--- config.mk ---
export PLATFORM = sky130hd
export DESIGN_NAME = alu_seq
export DESIGN_NICKNAME = d
export VERILOG_FILES = /design/src/rtl/alu_pkg.sv /design/src/rtl/alu_seq_divider.sv /design/src/rtl/alu_seq.sv
export SDC_FILE = /design/constraint.sdc
export NUM_CORES = 2
export LEC_CHECK = 0
export ABC_AREA = 1
export BUFFER_PORTS_ARGS = -buffer_cell sky130_fd_sc_hd__buf_2
export CAP_MARGIN = 20
export CORE_ASPECT_RATIO = 0.7
export CORE_MARGIN = 8
export CORE_UTILIZATION = 25
export DETAILED_ROUTE_END_ITERATION = 16
export GPL_TIMING_DRIVEN = 0
export PLACE_DENSITY = 0.47
export SKIP_CTS_REPAIR_TIMING = 1
export SYNTH_ARGS = -nofsm -noshare
export SYNTH_HDL_FRONTEND = slang
export SYNTH_HIERARCHICAL = 1
export SYNTH_SLANG_ARGS = --single-unit
export TNS_END_PERCENT = 100
--- constraint.sdc ---
create_clock -name clk -period 16.89 [get_ports clk]
set_input_delay 1.689 -clock clk [delete_from_list [all_inputs] [get_ports clk]]
set_output_delay 1.689 -clock clk [all_outputs]
set_load 0.01 [all_outputs]
--- src/rtl/alu_pkg.sv ---
// Shared types for the sequential ALU: operation codes, flag bit positions
// and controller states.
package alu_pkg;

    typedef enum logic [3:0] {
        OP_SUM  = 4'd0,
        OP_SUB  = 4'd1,
        OP_MULT = 4'd2,
        OP_DIV  = 4'd3,
        OP_MOD  = 4'd4,
        OP_AND  = 4'd5,
        OP_OR   = 4'd6,
        OP_XOR  = 4'd7,
        OP_SHL  = 4'd8,
        OP_SHR  = 4'd9
    } alu_op_e;

    localparam int FLAG_V = 0;
    localparam int FLAG_C = 1;
    localparam int FLAG_Z = 2;
    localparam int FLAG_N = 3;

    typedef enum logic [1:0] {
        IDLE,
        CALC,
        DONE
    } alu_state_e;

endpackage

--- src/rtl/alu_seq_divider.sv ---
// Iterative restoring unsigned divider. quotient/remainder present the result
// of the step being taken this cycle, so they are final while done is high.
module divider_iter #(
    parameter int N                  = 32,
    parameter int DIV_BITS_PER_CYCLE = 1
) (
    input  logic         clk,
    input  logic         rst,
    input  logic         load,
    input  logic [N-1:0] dividend,
    input  logic [N-1:0] divisor,
    output logic [N-1:0] quotient,
    output logic [N-1:0] remainder,
    output logic         done
);
    localparam int ITERS = N / DIV_BITS_PER_CYCLE;
    localparam int CW    = $clog2(ITERS + 1);

    logic [N-1:0]  rem_q, quo_q, dsr_q;
    logic [CW-1:0] cnt_q;
    logic [N-1:0]  rem_d, quo_d;
    logic [N:0]    trial;

    // Dividend bits shift out of quo_q's top while quotient bits enter at bit 0.
    always_comb begin
        rem_d = rem_q;
        quo_d = quo_q;
        trial = '0;
        for (int j = 0; j < DIV_BITS_PER_CYCLE; j++) begin
            trial = {rem_d, quo_d[N-1]};
            quo_d = {quo_d[N-2:0], 1'b0};
            if (trial >= {1'b0, dsr_q}) begin
                trial    = trial - {1'b0, dsr_q};
                quo_d[0] = 1'b1;
            end
            rem_d = trial[N-1:0];
        end
    end

    always_ff @(posedge clk) begin
        if (rst) begin
            rem_q <= '0;
            quo_q <= '0;
            dsr_q <= '0;
            cnt_q <= '0;
        end else if (load) begin
            rem_q <= '0;
            quo_q <= dividend;
            dsr_q <= divisor;
            cnt_q <= CW'(ITERS);
        end else if (cnt_q != '0) begin
            rem_q <= rem_d;
            quo_q <= quo_d;
            cnt_q <= cnt_q - CW'(1);
        end
    end

    assign quotient  = quo_d;
    assign remainder = rem_d;
    assign done      = (cnt_q == CW'(1));

endmodule

--- src/rtl/alu_seq.sv ---
// Multi-cycle ALU with valid/ready on both sides. Single-cycle ops are
// resolved at acceptance; div/mod with a nonzero divisor iterate in divider_iter.
module alu_seq
    import alu_pkg::*;
#(
    parameter int N                  = 32,
    parameter int DIV_BITS_PER_CYCLE = 1
) (
    input  logic         clk,
    input  logic         rst,
    input  logic         in_valid,
    output logic         in_ready,
    input  logic [N-1:0] A,
    input  logic [N-1:0] B,
    input  logic [3:0]   func,
    output logic         out_valid,
    input  logic         out_ready,
    output logic [N-1:0] Y,
    output logic [3:0]   flags
);
    alu_state_e   state_q, state_d;
    alu_op_e      op_q;
    logic [N-1:0] y_q;
    logic [3:0]   flags_q;

    logic           accept, div_start, div_done, is_div;
    logic [N-1:0]   quo, rem, res_c, div_res;
    logic [N:0]     sum_w, sub_w;
    logic [2*N-1:0] prod_w;
    logic           v_c, c_c, dz_c;
    logic [3:0]     flg_c;

    assign sum_w  = {1'b0, A} + {1'b0, B};
    assign sub_w  = {1'b0, A} - {1'b0, B};
    assign prod_w = {{N{1'b0}}, A} * {{N{1'b0}}, B};
    assign is_div = (func == OP_DIV) || (func == OP_MOD);

    always_comb begin
        res_c = '0;
        v_c   = 1'b0;
        c_c   = 1'b0;
        dz_c  = 1'b0;
        case (alu_op_e'(func))
            OP_SUM: begin
                res_c = sum_w[N-1:0];
                c_c   = sum_w[N];
                v_c   = (A[N-1] == B[N-1]) && (sum_w[N-1] != A[N-1]);
            end
            OP_SUB: begin
                res_c = sub_w[N-1:0];
                c_c   = ~sub_w[N];
                v_c   = (A[N-1] != B[N-1]) && (sub_w[N-1] != A[N-1]);
            end
            OP_MULT: begin
                res_c = prod_w[N-1:0];
                v_c   = |prod_w[2*N-1:N];
            end
            // Only reach the result register when B is zero.
            OP_DIV: begin res_c = '1; dz_c = 1'b1; end
            OP_MOD: begin res_c = A;  dz_c = 1'b1; end
            OP_AND: res_c = A & B;
            OP_OR:  res_c = A | B;
            OP_XOR: res_c = A ^ B;
            OP_SHL: res_c = (B < N'(N)) ? (A << B) : '0;
            OP_SHR: res_c = (B < N'(N)) ? (A >> B) : '0;
            default: res_c = '0;
        endcase
    end

    always_comb begin
        flg_c = '0;
        if (dz_c) begin
            flg_c[FLAG_V] = 1'b1;
        end else begin
            flg_c[FLAG_V] = v_c;
            flg_c[FLAG_C] = c_c;
            flg_c[FLAG_Z] = (res_c == '0);
            flg_c[FLAG_N] = res_c[N-1];
        end
    end

    always_comb begin
        state_d   = state_q;
        in_ready  = 1'b0;
        accept    = 1'b0;
        div_start = 1'b0;
        case (state_q)
            IDLE: begin
                in_ready = 1'b1;
                if (in_valid) begin
                    accept = 1'b1;
                    if (is_div && (B != '0)) begin
                        div_start = 1'b1;
                        state_d   = CALC;
                    end else begin
                        state_d = DONE;
                    end
                end
            end
            CALC: if (div_done) state_d = DONE;
            DONE: if (out_ready) state_d = IDLE;
            default: state_d = IDLE;
        endcase
    end

    always_ff @(posedge clk) begin
        if (rst) state_q <= IDLE;
        else     state_q <= state_d;
    end

    assign div_res = (op_q == OP_DIV) ? quo : rem;

    always_ff @(posedge clk) begin
        if (rst) begin
            op_q    <= OP_SUM;
            y_q     <= '0;
            flags_q <= '0;
        end else if (accept) begin
            op_q <= alu_op_e'(func);
            if (!div_start) begin
                y_q     <= res_c;
                flags_q <= flg_c;
            end
        end else if (state_q == CALC && div_done) begin
            y_q     <= div_res;
            flags_q <= {div_res[N-1], (div_res == '0), 2'b00};
        end
    end

    divider_iter #(.N(N), .DIV_BITS_PER_CYCLE(DIV_BITS_PER_CYCLE)) u_div (
        .clk       (clk),
        .rst       (rst),
        .load      (div_start),
        .dividend  (A),
        .divisor   (B),
        .quotient  (quo),
        .remainder (rem),
        .done      (div_done)
    );

    assign out_valid = (state_q == DONE);
    assign Y         = y_q;
    assign flags     = flags_q;

endmodule

==> reports/qor.csv <==
stage;metric;value;unit
outcome;outcome;finished, final reports clean;
sta;worst setup slack after layout;3642;ps
detailed_routing;DRC Markers;0;
detailed_routing;total via count after detailed routing;55770;
synthesis;proportion of netlist area held by the largest area contributor;0.3359;
detailed_routing;final WL;312100;um
floorplan;Die Width;569.0;um
floorplan;number of standard-cell rows in the floorplan;142;
place;half-perimeter wire length after detailed placement;269800;um
synthesis;Seq cells post-synth;144;
setup_path;Critical Path Start Type;primary input;
sta;number of max-slew violations in the final report;0;
detailed_routing;number of iterations in the first detailed-routing pass;6;
setup_path;arrival time of the worst setup path;13640;ps
synthesis;YS warnings;6;
setup_path;type of element capturing the critical path;flip-flop;
synthesis;post-synthesis average cell area;6.716;um2
sta;unrepaired setup endpoints after global routing;no;
floorplan;starting utilization of the core area;0.2508;
synthesis;portion of the post-synthesis area used by sequential elements;0.05387;
sta;share of the cycle needed by the critical path after routing;0.7843;
detailed_routing;Avg WL per Cell;28.21;um
sta;max_slew headroom;0.1102;
setup_path;Most Frequent Cell on Critical Path;sky130_fd_sc_hd__fa_1;
min_path;path class of the lowest-slack min-delay path;reg -> reg;
cts;Worst-path clk slew;70;ps
cts;CTS tree;yes;
finish;most common cell after layout, fill and taps aside;sky130_fd_sc_hd__nand2_1;
cts;number of CTS-inserted buffers;17;
place;standard cell area after detailed placement;58330;um2
detailed_routing;per-cell via count in the routed design;5.042;
setup_path;Largest stage delay, worst path;960;ps
sta;final worst clock skew;11.53;ps
sta;Fin. Hold Viols;0;
cts;H-tree depth reported by CTS;4;
setup_path;kind of cell adding the most delay to the critical path;adder cells;
finish;final cell area excluding filler cells;59150;um2
setup_path;critical path peak fanout;10;
sta;final setup vio count;0;
detailed_routing;number of routed nets with antenna violations;0;
floorplan;vertical die dimension;403.1;um
place;pre-CTS setup slack;3969;ps
synthesis;Top FF cell, synth;sky130_fd_sc_hd__dfxtp_1;
global_route;first-pass GRT wire length;427400;um
run;max-capacitance violation count;0;
sta;transition time of the tightest slew-check pin;1335;ps
synthesis;Distinct cells, synth;59;
cts;Max Root-Sink Buffers;2;
setup_path;data required time of the critical path;17290;ps
floorplan;Die ar.;229400;um2
place;Placer Congestion;1.021;
global_route;number of antenna violations at the first check in global routing;31;
setup_path;Slowest cell on crit path;sky130_fd_sc_hd__nor2_1;
global_route;total gr overflow;0;
floorplan;area of the core;213400;um2
sta;Setup TNS;0;ps
finish;area added between synthesis and finish;10.53;%
sta;final critical delay including setup and external delays;13250;ps
synthesis;synthesized netlist net count;9333;
sta;fmax;75.49;MHz
synthesis;share of async-settable or async-resettable flops after synthesis;0;
global_route;vias in the first global route;53100;
synthesis;instance count of the mapped netlist;7968;
cts;TritonCTS Sinks;144;
finish;fraction of final layout cells sized beyond drive strength 1;0.04324;
synthesis;Yosys top cell by area;sky130_fd_sc_hd__fa_1;
detailed_routing;count of routing violations after the opening detailed-route iteration;7956;
setup_path;Crit Path Category;in -> reg;
finish;commonest non-fill, non-tap cells in the layout;sky130_fd_sc_hd__nand2_1 (2,250), sky130_fd_sc_hd__inv_1 (1,791), sky130_fd_sc_hd__fa_1 (898);
synthesis;combined area of all synthesized cells;53520;um2
cts;clock latency on the worst-skew pair;460;ps
place;number of I/O port buffers;108;
global_route;overall global routing resource usage;0.2636;
floorplan;top-level I/O count;110;
synthesis;EDFF count, synth;0;
finish;total number of nets in the final design;9516;
synthesis;Area contributors post-synth;sky130_fd_sc_hd__fa_1 (34%), sky130_fd_sc_hd__nand2_1 (16%), sky130_fd_sc_hd__inv_1 (13%);
global_route;maximum number of pins on one net before global-route repair;17;
cts;clock root buffer;sky130_fd_sc_hd__clkbuf_16;
setup_path;WP buf/inv;9;
==> cell type report <==
| cell class | count | area (um2) |
|---|---|---|
| Antenna cell | 17 | 42.54 |
| Buffer | 447 | 1944 |
| Clock buffer | 18 | 429.2 |
| Clock inverter | 14 | 135.1 |
| Fill cell | 23930 | 154200 |
| Inverter | 1808 | 6787 |
| Multi-Input combinational cell | 5569 | 41900 |
| Sequential cell | 144 | 2883 |
| Tap cell | 2880 | 3603 |
| Timing Repair Buffer | 164 | 1423 |
==> per-stage QoR <==
stage / std cells / util / hold WS, ps
detailed placement: 11000 / 0.2734 / 455.7
CTS: 11030 / 0.2760 / 466.1
global placement: 10960 / 0.2702 / 456.3
finish: 11060 / 0.2772 / 463.0
global route: 11050 / 0.2770 / 479.3
floorplan: 7968 / - / 432.8
==> Yosys cell counts (all sizes together) (14+ instances only) <==
| cell type | instances |
|---|---|
| nand3 | 469 |
| a21oi | 367 |
| xor2 | 40 |
| nand3b | 18 |
| fa | 898 |
| xnor2 | 16 |
| o22ai | 14 |
| o211ai | 20 |
| mux2i | 18 |
| o21ai | 297 |
| buf | 145 |
| nand4 | 45 |
| clkbuf | 302 |
| nor3 | 37 |
| ha | 395 |
| nor2 | 489 |
| a21o | 14 |
| o221ai | 15 |
| nand2 | 2260 |
| dfxtp | 144 |
| inv | 1805 |
| a31oi | 40 |
| o21bai | 16 |
| a211oi | 14 |
==> sequential cells by signal, summed over array words and instances, names as in the netlist <==
signal and count:
u_div/cnt_q 6, u_div/dsr_q 32, state_q 2, op_q 4, u_div/rem_q 32, flags 4
Y 32, u_div/quo_q 32
==> kinds of logic (layout without fill, tap and decap cells) <==
family	after synthesis	count (layout)	share of synthesized area
adder cells (fa/ha/maj)	1293	1293	0.4283
flip-flops	144	144	0.05387
multiplexers	18	18	0.003367
XOR/XNOR	56	56	0.009165
other	0	17	0
buffers and inverters	2255	2451	0.1631
AND/OR/NAND/NOR	3358	3358	0.2548
AO/OA/AOI/OAI	844	844	0.08735
==> tightest hold or removal path, stage by stage, from the launching register on <==
cell and delay [ps]:
sky130_fd_sc_hd__dfxtp_1 310, sky130_fd_sc_hd__nand2_1 60, sky130_fd_sc_hd__a21oi_1 60
==> worst paths after layout <==
kind                                 startpoint  endpoint  slack, ps  cells after the start
worst max-delay path                       B[3]  flags[2]       3640                     34
worst max register to register  u_div/dsr_q[29]  flags[2]      12220                     18
worst min-delay path                      Y[24]     Y[24]        460                      2
worst min register to register            Y[24]     Y[24]        460                      2
==> per-layer routing <==
| layer | global-route usage | wire [um] | up-vias |
|---|---|---|---|
| li1 | - | - | 24190 |
| met1 | 0.4061 | 146200 | 27850 |
| met2 | 0.3296 | 111500 | 3383 |
| met3 | 0.1119 | 47120 | 333 |
| met4 | 0.05464 | 7089 | 20 |
| met5 | 0 | 147 | - |
Power is left out: the tool's default activity adds up to more than one toggle a clock period on the data nets, which glitch-free logic cannot reach.
